$ cat src/rtl/mult_pkg.sv
// Shared types for the shift-add multiplier controller: state encoding, control word and its decode.
// Outputs are decoded only from the registered state, so every controller output is Moore.
package mult_pkg;

    localparam int N_BITS_DEF = 4;

    typedef enum logic [2:0] {
        IDLE  = 3'd0,
        LOAD  = 3'd1,
        TEST  = 3'd2,
        ADD   = 3'd3,
        SHIFT = 3'd4,
        DONE  = 3'd5
    } state_t;

    typedef struct packed {
        logic en_a;
        logic ld_shift_a;
        logic en_b;
        logic ld_shift_b;
        logic en_p;
        logic ld_add_p;
        logic busy;
        logic done;
    } ctrl_t;

    // LOAD leaves every select low: load a, load b and clear p in one cycle.
    function automatic ctrl_t decode_ctrl(input state_t st);
        ctrl_t c;
        c = '0;
        case (st)
            LOAD: begin
                c.en_a = 1'b1;
                c.en_b = 1'b1;
                c.en_p = 1'b1;
                c.busy = 1'b1;
            end
            TEST: begin
                c.busy = 1'b1;
            end
            ADD: begin
                c.en_p     = 1'b1;
                c.ld_add_p = 1'b1;
                c.busy     = 1'b1;
            end
            SHIFT: begin
                c.en_a       = 1'b1;
                c.ld_shift_a = 1'b1;
                c.en_b       = 1'b1;
                c.ld_shift_b = 1'b1;
                c.busy       = 1'b1;
            end
            DONE: begin
                c.done = 1'b1;
            end
            default: begin
                c = '0;
            end
        endcase
        return c;
    endfunction

endpackage

$ cat src/rtl/mult_iter_counter.sv
// Saturating shift-iteration counter: clear wins over increment, tc flags N_BITS completed shifts.
// Single-cycle update, no backpressure; the count holds whenever neither clear nor inc is asserted.
module mult_iter_counter
    import mult_pkg::*;
#(
    parameter int N_BITS = N_BITS_DEF,
    parameter int CW     = $clog2(N_BITS + 1)
) (
    input  logic          clk,
    input  logic          clr_n,
    input  logic          clear,
    input  logic          inc,
    output logic [CW-1:0] cnt,
    output logic          tc
);

    localparam logic [CW-1:0] TC_VAL = CW'(N_BITS);

    logic [CW-1:0] cnt_q;
    logic [CW-1:0] cnt_d;

    // Saturation keeps the count at N_BITS even if inc is asserted past terminal count.
    always_comb begin
        cnt_d = cnt_q;
        if (clear) begin
            cnt_d = '0;
        end else if (inc && !tc) begin
            cnt_d = cnt_q + CW'(1);
        end
    end

    always_ff @(posedge clk or negedge clr_n) begin
        if (!clr_n) begin
            cnt_q <= '0;
        end else begin
            cnt_q <= cnt_d;
        end
    end

    assign tc  = (cnt_q == TC_VAL);
    assign cnt = cnt_q;

endmodule

$ cat src/rtl/mult_ctrl.sv
// Shift-add multiplier sequencer; defining MULT_CTRL_EARLY_EXIT_EN lets TEST finish as soon as the multiplier is zero.
// done follows the start edge by 2 + 2*N_BITS + popcount(b) edges; start is a level honoured only in IDLE, done holds while start stays high.
module mult_ctrl
    import mult_pkg::*;
#(
    parameter int N_BITS = N_BITS_DEF
) (
    input  logic                         clk,
    input  logic                         clr_n,
    input  logic                         start,
    input  logic                         zero,
    input  logic                         lsb_b,
    output logic                         en_a,
    output logic                         ld_shift_a,
    output logic                         en_b,
    output logic                         ld_shift_b,
    output logic                         en_p,
    output logic                         ld_add_p,
    output logic                         busy,
    output logic                         done,
    output logic [$clog2(N_BITS+1)-1:0]  iter_cnt
);

    localparam int CW = $clog2(N_BITS + 1);

    state_t        state_q;
    state_t        state_d;
    ctrl_t         ctrl;
    logic          cnt_clear;
    logic          cnt_inc;
    logic          cnt_tc;
    logic          exit_early;
    logic [CW-1:0] cnt_val;

`ifdef MULT_CTRL_EARLY_EXIT_EN
    assign exit_early = zero;
`else
    logic unused_zero;
    assign exit_early  = 1'b0;
    assign unused_zero = zero;
`endif

    // Counter controls are decoded from the registered state so the count moves on the edge leaving LOAD/SHIFT.
    assign cnt_clear = (state_q == LOAD);
    assign cnt_inc   = (state_q == SHIFT);

    mult_iter_counter #(
        .N_BITS (N_BITS),
        .CW     (CW)
    ) u_iter_counter (
        .clk    (clk),
        .clr_n  (clr_n),
        .clear  (cnt_clear),
        .inc    (cnt_inc),
        .cnt    (cnt_val),
        .tc     (cnt_tc)
    );

    always_comb begin
        state_d = state_q;
        unique case (state_q)
            IDLE: begin
                if (start) begin
                    state_d = LOAD;
                end
            end
            LOAD: begin
                state_d = TEST;
            end
            TEST: begin
                if (cnt_tc || exit_early) begin
                    state_d = DONE;
                end else if (lsb_b) begin
                    state_d = ADD;
                end else begin
                    state_d = SHIFT;
                end
            end
            ADD: begin
                state_d = SHIFT;
            end
            SHIFT: begin
                state_d = TEST;
            end
            DONE: begin
                // A held start must not re-launch; the request has to drop back through IDLE first.
                if (!start) begin
                    state_d = IDLE;
                end
            end
            default: begin
                state_d = IDLE;
            end
        endcase
    end

    always_ff @(posedge clk or negedge clr_n) begin
        if (!clr_n) begin
            state_q <= IDLE;
        end else begin
            state_q <= state_d;
        end
    end

    assign ctrl       = decode_ctrl(state_q);
    assign en_a       = ctrl.en_a;
    assign ld_shift_a = ctrl.ld_shift_a;
    assign en_b       = ctrl.en_b;
    assign ld_shift_b = ctrl.ld_shift_b;
    assign en_p       = ctrl.en_p;
    assign ld_add_p   = ctrl.ld_add_p;
    assign busy       = ctrl.busy;
    assign done       = ctrl.done;
    assign iter_cnt   = cnt_val;

endmodule

$ cat config.mk
export PLATFORM = sky130hd
export DESIGN_NAME = mult_ctrl
export DESIGN_NICKNAME = d
export VERILOG_FILES = /design/src/rtl/mult_pkg.sv /design/src/rtl/mult_iter_counter.sv /design/src/rtl/mult_ctrl.sv
export SDC_FILE = /design/constraint.sdc
export NUM_CORES = 1
export LEC_CHECK = 0
export CORE_AREA = 2 2 39 41
export DETAILED_ROUTE_END_ITERATION = 6
export DIE_AREA = 0 0 41 43
export SYNTH_ARGS = -nofsm -noshare
export SYNTH_HDL_FRONTEND = slang
export SYNTH_SLANG_ARGS = --single-unit
$ cat constraint.sdc
create_clock -name clk -period 1.6 [get_ports clk]
set_input_delay 0.4 -clock clk [delete_from_list [all_inputs] [get_ports clk]]
set_output_delay 0.4 -clock clk [all_outputs]
set_load 0.1 [all_outputs]
==> results of run 1 <==
[path summary, 6_finish.rpt]
kind	startpoint	end	cells after the start	slack (ns)
max reg2reg	u_iter_counter.cnt[0]	u_iter_counter.cnt[1]	5	0.13
min in group clk	u_iter_counter.cnt[1]	u_iter_counter.cnt[1]	1	0.63
max	state_q[1]	ld_shift_b	3	-0.15
max in group asynchronous	clr_n	u_iter_counter.cnt[0]	1	0.94
min reg2reg	u_iter_counter.cnt[1]	u_iter_counter.cnt[1]	1	0.63
min	clr_n	u_iter_counter.cnt[1]	1	0.40
[timing repair]
action,4_1_cts,5_1_grt
pin swaps,5,4
gates cloned,0,0
buffers inserted,5,5
resized for setup,8,3
setup endpoints to repair,8,8
[routing by layer]
layer | wire length, µm | vias to the layer above | global-route usage (%)
li1 | - | 232 | -
met1 | 491 | 216 | 23.3
met2 | 650 | 16 | 22.8
met3 | 55 | 5 | 3.14
met4 | 30 | 0 | 10.0
met5 | 0 | - | 0
[cell type report]
class / instances / area [µm²]
clock buffer: 4 / 26.3
fill: 117 / 473
inverter: 6 / 35.0
multi-input combinational: 34 / 289
sequential: 6 / 159
tap: 16 / 20.0
timing repair buffer: 30 / 382
[logic make-up after synthesis]
kind of cell / after synthesis / share of synthesized area (%)
AND/OR/NAND/NOR: 17 / 21.3
AO/OA/AOI/OAI: 13 / 19.8
buffers and inverters: 10 / 14.0
flip-flops: 6 / 35.0
XOR/XNOR: 2 / 4.08
adder cells (fa/ha/maj): 2 / 5.83
[flip-flops by register name (all words and copies together), names as in the netlist]
| register | flops |
|---|---|
| state_q | 3 |
| u_iter_counter.cnt | 3 |
[through the flow]
step                setup slack (ns)  hold WS [ns]  cells  area (µm²)  TNS, ns
CTS                           -0.150         0.404     91         853   -0.738
detailed placement            0.0710         0.623     82         766        0
floorplan                     -0.280         0.104     50         513    -1.23
global placement              0.0756         0.620     82         766        0
finish                        -0.145         0.401     96         911   -0.706
global route                  -0.180         0.416     96         911    -1.10
[cells in the mapped netlist]
library cell  n
nand3_1       1
nand2_1       2
o2bb2ai_1     1
a211oi_1      1
o21ai_0       4
dfrtp_1       6
and3_1        1
nor2b_1       1
o21a_1        1
xnor2_1       2
nor3_1        4
a22oi_1       1
a311o_1       1
a21oi_1       2
and2_1        2
or3b_4        1
buf_4         2
ha_1          2
inv_1         5
buf_6         2
a221oi_1      1
nor2_1        4
inv_2         1
o21ai_1       1
and2b_1       1
[worst max-delay path: cells and delay by family (launching register included)]
family / cells / cell delay (ns)
and+or+nand+nor: 1 / 0.47
buffers and inverters: 2 / 0.24
DFF: 1 / 0.39
==> summary.txt, run 1 <==
CP peak stage delay -> 0.47 ns
Max Slew Vio Count -> 0
Routed via count -> 469
CP Launch Type -> flop
Crit-path max FO -> 3
Fmax -> 573 MHz
Crit path max-delay cell type -> or3b_4
# setup viols final -> 8
Tmin final -> 1.75 ns
Nets -> 88
Failing checks -> negative setup slack
Cells after synthesis -> 50
Initial DRC count -> 11
Core area -> 1380 µm²
N_diodes -> 0
Crit. End Element -> output pin
Synth warn -> 0
GPL Wtd Cong -> 0.796
Vias in the first global route -> 432
Final period utilization -> 109%
Max-Cap Viols -> 0
Clock skew -> 0.00846 ns
Leading cell type in the layout, fill and taps excluded -> buf_4
CP Data Required Time -> 1.20 ns
CTS tree -> yes
Final Util -> 65.8%
Yosys top cell by area -> dfrtp_1
Detail Route Antenna Nets -> 0
Least-Margin Pin Slew -> 0.305 ns
#FFs+latches synth -> 6
DRT Wirelength -> 1.23 mm
Cell chain of the critical path -> or3b_4 > inv_12 > buf_12
Worst relative slew slack -> 79.6%
Hold Vio Cnt, Final -> 0
Worst Hold Class -> input pin to asynchronous set/reset pin
Syn Nets -> 57
Syn Area/Cell -> 8.58 µm²
Port buffer count -> 14
Die Height -> 43 µm
Post-Syn Area -> 429 µm²
Critical Path AT -> 1.35 ns
Sequential fraction of the synthesis area -> 35.0%
Largest net degree at the start of global routing -> 9
DRT Pass-1 Iters -> 4
CTS Buf Count -> 3
Area Growth Syn to Fin -> 112%
Vias/cell -> 4.89
Commonest cells after routing, fill and taps aside -> 13 x buf_4, 11 x buf_12, 4 x inv_1, 4 x o21ai_0
Skew-Pair Late Insertion Delay -> 0.25 ns
Total GRT Usage -> 16.7%
CTS sink cnt -> 6
Outcome -> complete, but fails checks
First-pass GRT wire length -> 1.89 mm
Netlist cell types -> 25
Worst-path clk slew -> 0.05 ns
Share of post-route cells with drive strength above 1 -> 55.0%
Initial antenna violation count -> 0
Yosys top cell area share -> 35.0%
Max Buffers Root-to-Sink -> 2
Wire per inst -> 12.8 µm
Setup ws final -> -0.145 ns
Total die area -> 1760 µm²
Total global routing overflow -> 0
Top cells by area, synth -> dfrtp_1 35%, ha_1 5.8%, buf_6 5.2%, nor3_1 4.7%, o21ai_0 4.7%
Cell Rows -> 14
Hold-fix buffers at CTS -> 0
Root Driver -> clkbuf_4
DRC Markers -> 0
Starting Density -> 31.0%
Setup CP Type -> flop to output pin
Htree depth -> 1
Die X -> 41 µm
Post-DP HPWL -> 855 µm
RSZ-0062 raised after global routing -> yes
Top Ports -> 16
Power of run 1 is left out: the tool's default activity adds up to more than one toggle a clock period on the data nets, which glitch-free logic cannot reach.
==> inputs of run 2 (changes only) <==
Settings changed: PLACE_DENSITY from default to 0.62.
==> run 2 against run 1 <==
- the run still ends with negative setup slack left
- worst setup slack worse by 0.010 ns
- worst hold slack worse by 0.0041 ns
- die area stayed put
- routed wire length is 8.7% lower
- sequential share of layout area is 0.85 points higher
- clock skew is 0.0019 ns lower
- first-iteration DRC count is 55% lower
- via count is 6.0% lower
- non-clock buffer count is 6 lower
- cell count is 6.3% lower
- critical path depth stayed put
- utilization is 3.1 points lower
- critical path type unchanged
- largest cell class unchanged
- highest routed layer is now met3
==> summary.txt, run 2 (synthesized netlist as in run 1, its figures left out) <==
CTS tree -> yes
Worst slack, placed -> 0.0807 ns
DRT Pass-1 Iters -> 4
Core area -> 1380 µm²
Nets -> 82
CP Buf/Inv Count -> 2
Filler Cell Count -> 114
Starting Density -> 31.0%
Worst relative slew slack -> 80.3%
Initial DRC count -> 5
Wire per inst -> 12.5 µm
Total global routing overflow -> 0
Leading cell type in the layout, fill and taps excluded -> buf_12
CP Launch Type -> flop
Post-DP HPWL -> 797 µm
Crit path max-delay cell type -> or3b_4
Setup CP Type -> flop to output pin
First-pass GRT wire length -> 1.98 mm
CP delay by family, top -> simple AND/OR/NAND/NOR gates
Total die area -> 1760 µm²
N_diodes -> 0
Die X -> 41 µm
Outcome -> complete, but fails checks
Max-Cap Viols -> 0
CTS Buf Count -> 3
DRC Markers -> 0
Port buffer count -> 14
Share of post-route cells with drive strength above 1 -> 51.4%
RSZ-0062 raised after global routing -> yes
Cell chain of the critical path -> or3b_4 > inv_12 > buf_12
Vias/cell -> 4.90
Root Driver -> clkbuf_4
Total GRT Usage -> 16.5%
Area Growth Syn to Fin -> 102%
Hold-fix buffers at CTS -> 0
# setup viols final -> 8
Htree depth -> 1
Setup ws final -> -0.155 ns
CP Data Required Time -> 1.20 ns
Cell Rows -> 14
Commonest cells after routing, fill and taps aside -> 11 x buf_12, 7 x buf_4, 4 x inv_1, 4 x o21ai_0
Crit-path max FO -> 4
Worst-path clk slew -> 0.06 ns
Skew-Pair Late Insertion Delay -> 0.25 ns
DRT Wirelength -> 1.12 mm
Final period utilization -> 110%
Hold Vio Cnt, Final -> 0
Worst Hold Class -> input pin to asynchronous set/reset pin
Failing checks -> negative setup slack
Max Buffers Root-to-Sink -> 2
Tmin final -> 1.76 ns
GPL Wtd Cong -> 0.815
CTS sink cnt -> 6
Fmax -> 570 MHz
Crit. End Element -> output pin
Detail Route Antenna Nets -> 0
Clock skew -> 0.00656 ns
Final Util -> 62.7%
Final TNS setup -> -0.682 ns
Critical Path AT -> 1.36 ns
Vias in the first global route -> 447
Largest net degree at the start of global routing -> 7
Initial antenna violation count -> 0
Routed via count -> 441
Max Slew Vio Count -> 0
Least-Margin Pin Slew -> 0.295 ns
CP peak stage delay -> 0.47 ns
Die Height -> 43 µm
Top Ports -> 16
==> run 2: repair_timing <==
item	in CTS	in global routing
gates cloned	0	0
gates resized for setup	8	4
buffers inserted	3	2
pin swaps	4	1
setup endpoints to repair	8	8
==> run 2: worst paths after layout <==
| path | cells past startpoint | end | startpoint | slack [ns] |
|---|---|---|---|---|
| min in group clk | 2 | u_iter_counter.cnt[2] | u_iter_counter.cnt[2] | 0.64 |
| worst max register to register | 5 | u_iter_counter.cnt[1] | u_iter_counter.cnt[0] | 0.10 |
| worst min register to register | 2 | u_iter_counter.cnt[2] | u_iter_counter.cnt[2] | 0.64 |
| worst max-delay path | 3 | ld_shift_b | state_q[1] | -0.16 |
| worst min-delay path | 1 | u_iter_counter.cnt[2] | clr_n | 0.40 |
| max in group asynchronous | 1 | u_iter_counter.cnt[1] | clr_n | 0.95 |
==> run 2: cell type report <==
type	count	area [µm²]	share of cell area [%]
clock buffers	4	26.3	3.03
inverters	6	37.5	4.32
multi-input cells	34	289	33.3
flip-flops and latches	6	159	18.3
well taps	16	20.0	2.31
repair buffers	24	337	38.8
==> run 2: per-layer routing <==
metal	routed length [µm]	vias up	track usage [%]
met5	0	-	0
met4	0	0	8.00
met3	34	0	3.14
met2	581	9	21.3
met1	505	215	25.4
li1	-	217	-
==> run 2: per-stage QoR <==
step	std cells	hold WS, ns	cell area, µm²
2_1_floorplan	50	0.104	513
3_3_place_gp	81	0.627	758
3_5_place_dp	81	0.634	758
4_1_cts	88	0.404	837
5_1_grt	90	0.414	868
6_report	90	0.397	868
Power of run 2 is left out for the same reason.
